--- config.mk ---
export PLATFORM = sky130hd
export DESIGN_NAME = periodic_finish_timer
export DESIGN_NICKNAME = d
export VERILOG_FILES = /design/src/rtl/periodic_finish_timer.sv
export SDC_FILE = /design/constraint.sdc
export NUM_CORES = 1
export LEC_CHECK = 0
export ABC_AREA = 0
export CORE_MARGIN = 2
export CORE_UTILIZATION = 25
export DETAILED_ROUTE_END_ITERATION = 16
export HOLD_SLACK_MARGIN = 0.03
export SETUP_SLACK_MARGIN = 0.15
export SLEW_MARGIN = 30
export SYNTH_ARGS = -nofsm -noshare
export SYNTH_HDL_FRONTEND = slang
export SYNTH_SLANG_ARGS = --single-unit
--- constraint.sdc ---
create_clock -name clk -period 4.8 [get_ports clk]
set_input_delay 0.96 -clock clk [delete_from_list [all_inputs] [get_ports clk]]
set_output_delay 0.96 -clock clk [all_outputs]
set_load 0.1 [all_outputs]
--- src/rtl/periodic_finish_timer.sv ---
// -----------------------------------------------------------------------------
// periodic_finish_timer
//
// Cycle-accurate period/finish timer for self-checking benches. While a run is
// active it pulses `tick` once every PERIOD clocks. After LIMIT ticks it enters
// DONE and reports a pass/fail verdict. The verdict is a fail if a checker
// error was seen or if the run was aborted. The reporting stage releases DONE
// with `done_ack`.
//
// Parameters:
//   PERIOD      clocks between ticks (>= 1)
//   LIMIT       ticks before finish (1 <= LIMIT < 2**CW)
//   CW          width of the tick counter
//
// Ports:
//   clk         rising-edge clock
//   reset       synchronous, active-high reset
//   start       begin a run (sampled in IDLE only)
//   abort       end the run as failed (sampled in RUN only)
//   error       checker error strobe, sticky (sampled in RUN only)
//   done_ack    consumer acknowledge of done (sampled in DONE only)
//   tick        one-cycle pulse per elapsed period
//   tick_count  completed ticks in the current or just-finished run
//   busy        high while running
//   done        high throughout DONE
//   passed      verdict, valid only while done = 1 (0 otherwise)
// -----------------------------------------------------------------------------
module periodic_finish_timer #(
  parameter int PERIOD = 10,
  parameter int LIMIT  = 2,
  parameter int CW     = 8
) (
  input  logic          clk,
  input  logic          reset,
  input  logic          start,
  input  logic          abort,
  input  logic          error,
  input  logic          done_ack,
  output logic          tick,
  output logic [CW-1:0] tick_count,
  output logic          busy,
  output logic          done,
  output logic          passed
);

  // The cycle counter needs at least one bit, even when PERIOD = 1.
  localparam int CYC_W = (PERIOD > 1) ? $clog2(PERIOD) : 1;
  localparam logic [CYC_W-1:0] CYC_LAST = CYC_W'(PERIOD - 1);
  localparam logic [CW-1:0]    CNT_LAST = CW'(LIMIT - 1);

  typedef enum logic [1:0] {
    S_IDLE,
    S_RUN,
    S_DONE
  } state_t;

  state_t           state_q, state_d;
  logic [CYC_W-1:0] cyc_q, cyc_d;
  logic [CW-1:0]    cnt_q, cnt_d;
  logic             err_q, err_d;
  logic             aborted_q, aborted_d;
  logic             period_end;

  // The last cycle of a period while running. This is the cycle that would
  // carry a tick unless abort arrives at the same time.
  assign period_end = (state_q == S_RUN) && (cyc_q == CYC_LAST);

  // NOTE: every signal written here gets a default first; a path that skipped
  // an assignment would otherwise infer a latch.
  always_comb begin
    state_d   = state_q;
    cyc_d     = cyc_q;
    cnt_d     = cnt_q;
    err_d     = err_q;
    aborted_d = aborted_q;

    unique case (state_q)
      S_IDLE: begin
        // All counters are already zero in IDLE, so the run starts at cyc = 0.
        if (start) state_d = S_RUN;
      end

      S_RUN: begin
        // The error flag is sticky and also catches a strobe on the final-tick
        // or abort cycle.
        if (error) err_d = 1'b1;

        if (abort) begin
          // Abort wins over the final tick: the counters freeze where they are.
          state_d   = S_DONE;
          aborted_d = 1'b1;
        end else if (period_end) begin
          cyc_d = '0;
          cnt_d = cnt_q + CW'(1);
          if (cnt_q == CNT_LAST) state_d = S_DONE;
        end else begin
          cyc_d = cyc_q + CYC_W'(1);
        end
      end

      S_DONE: begin
        // A start in the same cycle as done_ack is ignored. The next start is
        // taken from IDLE one cycle later.
        if (done_ack) begin
          state_d   = S_IDLE;
          cyc_d     = '0;
          cnt_d     = '0;
          err_d     = 1'b0;
          aborted_d = 1'b0;
        end
      end

      default: begin
        state_d   = S_IDLE;
        cyc_d     = '0;
        cnt_d     = '0;
        err_d     = 1'b0;
        aborted_d = 1'b0;
      end
    endcase
  end

  // NOTE: state registers use non-blocking assignments so that every flop
  // samples the values from before the edge, independent of statement order.
  always_ff @(posedge clk) begin
    if (reset) begin
      state_q   <= S_IDLE;
      cyc_q     <= '0;
      cnt_q     <= '0;
      err_q     <= 1'b0;
      aborted_q <= 1'b0;
    end else begin
      state_q   <= state_d;
      cyc_q     <= cyc_d;
      cnt_q     <= cnt_d;
      err_q     <= err_d;
      aborted_q <= aborted_d;
    end
  end

  assign tick       = period_end && !abort;
  assign tick_count = cnt_q;
  assign busy       = (state_q == S_RUN);
  assign done       = (state_q == S_DONE);
  assign passed     = (state_q == S_DONE) && !err_q && !aborted_q;

endmodule

After elaboration in Yosys (flattened, before gate mapping)
Index checks and enable logic that the tools add are counted.
{"block": "word_totals", "regBits": 16, "in_bits": 6, "output_inout_bits": 12, "word_cells": 52}
{"block": "op_classes", "addsub": 2, "eq_ne": 12, "n_mux": 19, "bitwise": 1, "reduce_logical": 13}
{"cell": "two-way mux 8 bit", "count": 3}
{"cell": "case mux 8 bit (3 select lines)", "count": 1}
{"cell": "two-way mux 4 bit", "count": 3}
{"cell": "case mux 4 bit (3 select lines)", "count": 1}
{"cell": "two-way mux 2 bit", "count": 5}
{"cell": "!= test 2 bit, second input constant", "count": 5}
{"cell": "AND reduction 3 bit", "count": 3}
{"cell": "adder 8 x 1 -> 8 bit, second input constant", "count": 1}
{"cell": "== test 8 x 1 -> 1 bit, second input constant", "count": 1}
{"cell": "AND reduction 4 bit", "count": 2}
{"cell": "!= test 3 x 2 -> 1 bit, second input constant", "count": 2}
{"cell": "case mux 1 bit (3 select lines)", "count": 2}
{"cell": "case mux 2 bit (3 select lines)", "count": 1}
{"cell": "adder 4 x 1 -> 4 bit, second input constant", "count": 1}
{"cell": "== test 4 bit, second input constant", "count": 1}
{"cell": "logical AND 1 bit", "count": 4}
{"cell": "zero test 1 bit", "count": 3}
{"cell": "two-way mux 1 bit", "count": 3}
{"cell": "== test 2 x 1 -> 1 bit, second input constant", "count": 1}
{"cell": "== test 2 bit, second input constant", "count": 1}
{"cell": "zero test 2 bit", "count": 1}
{"cell": "!= test 2 x 1 -> 1 bit, second input constant", "count": 1}
{"cell": "NOT 1 bit", "count": 1}

Depth between registers and ports, before layout
{"block": "depth", "ltp_word": 5, "ltp_mapped": 7, "mapped_depth_nobuf": 6}

Worst setup path after synthesis
OpenSTA, ideal clock, no wires.
{"block": "synth_timing", "path_type": "register to output", "start": "register state_q[0]", "end": "output passed", "arrival_ns": 3.502, "t_required_ns": 3.840, "setup_slack_ns": 0.338, "path_stages_with_launch": 3, "path_buffers": 0, "cell_sequence": "dfxtp_1 -> and2b_1 -> nor3b_1"}
{"block": "synth_between", "elab_chain_cells": 3}
{"item": "start: declaration", "line": "57", "text": "state_t state_q, state_d;"}
{"item": "start signal: assignment", "line": "133", "text": "state_q <= state_d;"}
{"item": "== test 2 bit"}
{"item": "via done", "line": "42", "text": "output logic done,"}
{"item": "logical AND 1 bit (2 in series)", "line": "145", "text": "assign passed = (state_q == S_DONE) && !err_q && !aborted_q;"}
{"item": "end: declaration", "line": "43", "text": "output logic passed"}
The timed path passes the listed nets, and every way through them passes these cells.

Final worst setup path
{"block": "layout_timing", "start": "register state_q[0]", "end": "output passed"}
{"block": "layout_between", "elab_chain_cells": 3}
{"item": "== test 2 bit", "line": "145"}
{"item": "logical AND 1 bit (2 in series)", "line": "145"}
Every way passes these cells.

==> metrics <==
CTS clk-pin slew, worst paths=around 100 ps; Starting Density=26.0%; worst clock skew=3.15 ps; WL final=roughly 1.9 mm; crit path kind=register to output pin; worst hold start=tick_count[7]; total track usage=around a tenth; Synth cell types=37; P&R area growth vs syn=28.2%; FP Rows=21; Yosys reg bits=16; P_leak=about 0.4 nW; ys async rst share=0%; crit-path max cell delay=between 1000 and 1500 ps; final-report hold violation count=0; synth warn=0; hold path depth=1; Chip Width=between 60 and 70 um; Hold Buf Count CTS=0; Final HPWL DP=around 1.4 mm; class of the worst hold path=register to register; Via Count=roughly 740; Worst Setup Slack, final=about 1500 ps; first-pass GRT wire length=approximately 3.3 mm; Cell Area, Synth=about 860 um^2; Placed Cells=151; worst-path maximum fanout=7; setup_tns=0 ps; FF-to-FF Start=cyc_q[0]; dominant register cell in the synthesized netlist=dfxtp_1; Avg WL per Cell=around 12 um; First DRT Iteration DRCs=22; crit path launch=state_q[0]; CP Launch Type=register; Overflow after GRT=0; core area=3310 um^2; Post-Layout Cell Count=155; Die H=around 63 um; CP Data Required Time=between 3000 and 4000 ps; Fmax=a little over 300 MHz; dominant cell by count in the synthesized netlist=dfxtp_1; setup bufs post-CTS=0; clk_lat worst skew=290 ps; RSZ-0062 raised after global routing=no; Port Buffers=17; WL met3=between 150 and 200 um; antenna cells=0; reg2reg end=tick_count[6]; Rel. slew slack=34.7%; Arr. time, crit path=approximately 2300 ps; wire length on met1=875 um; area leader, netlist=dfxtp_1; clock buffer depth=2; fin nets=120; fin crit share=between 60 and 70%; Pre-antenna DRT Iters=4; min cycle time layout=around 3300 ps; vias per cell=~4.8; die area=3930 um^2; antenna violations before repair=0; synth top area cells=dfxtp_1 37%, ha_1 5.8%, nor2_1 4.8%; root buf cell=clkbuf_4; largest net degree at the start of global routing=12; Num CTS Buffers=3; post-synthesis sequential area ratio=between 30% and 40%; antenna-violating nets left=0; Pwr Density=around 250 nW/um^2; Yosys top cell area share=between 30 and 40%; layout cell share with drive strength beyond 1=about 11%; Slew Limit Fails=0; R2R Setup Slk=3070 ps; max layer used=met4; max-cap violation count=0; DRC=0; gpl congestion=between 0.7 and 0.8; syn_nets=around 100; worst slew pin tran=around 980 ps; Post-synth EDFFs=0; met2 routed WL=roughly 800 um; number of global-route vias before repair=735; post-CTS sizing=0; # clock sinks=16; Peak VDD IR=roughly 0.00011 V; Critical Path End Type=output pin; CP cell instances=and2b_1 > nor3b_1 > clkdlybuf4s50_1; outcome=completed; Hold Path End=tick_count[7]; synth cell count leaders=16 x dfxtp_1, 11 x nor2_1, 5 x a21oi_1, 5 x nand3_1; H-tree Lvls=1; final setup fails=0; io pins=18; Post-Syn Instances=91; CTS tree=done; Fillers=around 360; Slowest-stage cell, CP=clkdlybuf4s50_1; Reg2Reg Depth=5; pre-CTS setup slack=around 1700 ps; Avg Cell Area, Syn=around 9.5 um^2
-- layer usage --
layer	up-vias	track usage [%]
li1	371	-
met1	339	12.7
met2	25	16.7
met3	2	4.50
met4	0	3.61
met5	-	0
-- where the power goes --
group	internal (mW)	total (mW)	leakage, nW	switching [mW]
clock network	0.0462	0.0904	0.0210	0.0442
registers	0.136	0.141	0.130	0.00450
logic	0.0148	0.0413	0.249	0.0264
-- critical path, delay by kind of cell (launching register included) --
kind,cells,cell delay (ps)
simple gates,2,440
flops,1,410
buf+inv,1,1170
-- area by class of cell --
class / count / area [um^2] / share of cell area [%]
well taps: 46 / 57.6 / 5.22
multi-input cells: 69 / 505 / 45.8
inverters: 3 / 16.3 / 1.47
flip-flops and latches: 16 / 320 / 29.0
clock buffers: 4 / 36.3 / 3.29
repair buffers: 17 / 168 / 15.2
-- flip-flops by register name, summed over array words and instances, names as in the netlist --
name,count
tick_count,8
cyc_q,4
state_q,2
aborted_q,1
err_q,1
-- how the worst max path moves through the flow --
stage | depth (start not counted) | slack [ps] | end
finish | 3 | 1530 | passed
global placement | 3 | 1670 | tick
CTS | 3 | 1500 | passed
detailed placement | 3 | 1680 | tick
global route | 3 | 1390 | passed
floorplan | 2 | 340 | passed
-- cell usage in the layout (no fill, tap or decap), types with 2 or more instances in the layout --
cell type / Yosys / final
inv_1: 2 / 2
a41oi_1: 3 / 3
a31oi_1: 3 / 3
nor2_1: 11 / 11
ha_1: 4 / 4
clkdlybuf4s50_1: 0 / 16
o211a_1: 2 / 2
and3_1: 2 / 2
xnor2_1: 4 / 4
a21oi_1: 5 / 5
dfxtp_1: 16 / 16
nand3_1: 5 / 5
clkbuf_4: 0 / 3
nand2_1: 4 / 4
nor3_1: 4 / 4
nand2b_1: 2 / 2
-- cells by family (layout without fill, tap and decap cells) --
| kind of cell | Yosys count | in the layout | synth area share [%] |
|---|---|---|---|
| AOI/OAI and AO/OA | 23 | 23 | 21.7 |
| xor gates and xnor gates | 4 | 4 | 4.07 |
| adders and majority gates | 4 | 4 | 5.81 |
| buffers and inverters | 6 | 24 | 4.07 |
| DFF | 16 | 16 | 37.2 |
| muxes | 1 | 1 | 1.16 |
| and+or+nand+nor | 37 | 37 | 26.0 |
-- stage by stage --
stage / hold slack [ps] / util (%) / cell area (um^2) / total power, mW
after floorplan: 466 / - / 861 / 0.174
after global placement: 490 / 32.2 / 1070 / 0.184
after detailed placement: 496 / 32.2 / 1070 / 0.186
after CTS: 518 / 33.3 / 1100 / 0.276
after global routing: 551 / 33.3 / 1100 / 0.289
final: 519 / 33.3 / 1100 / 0.273
(Power assumes the default switching activity.)
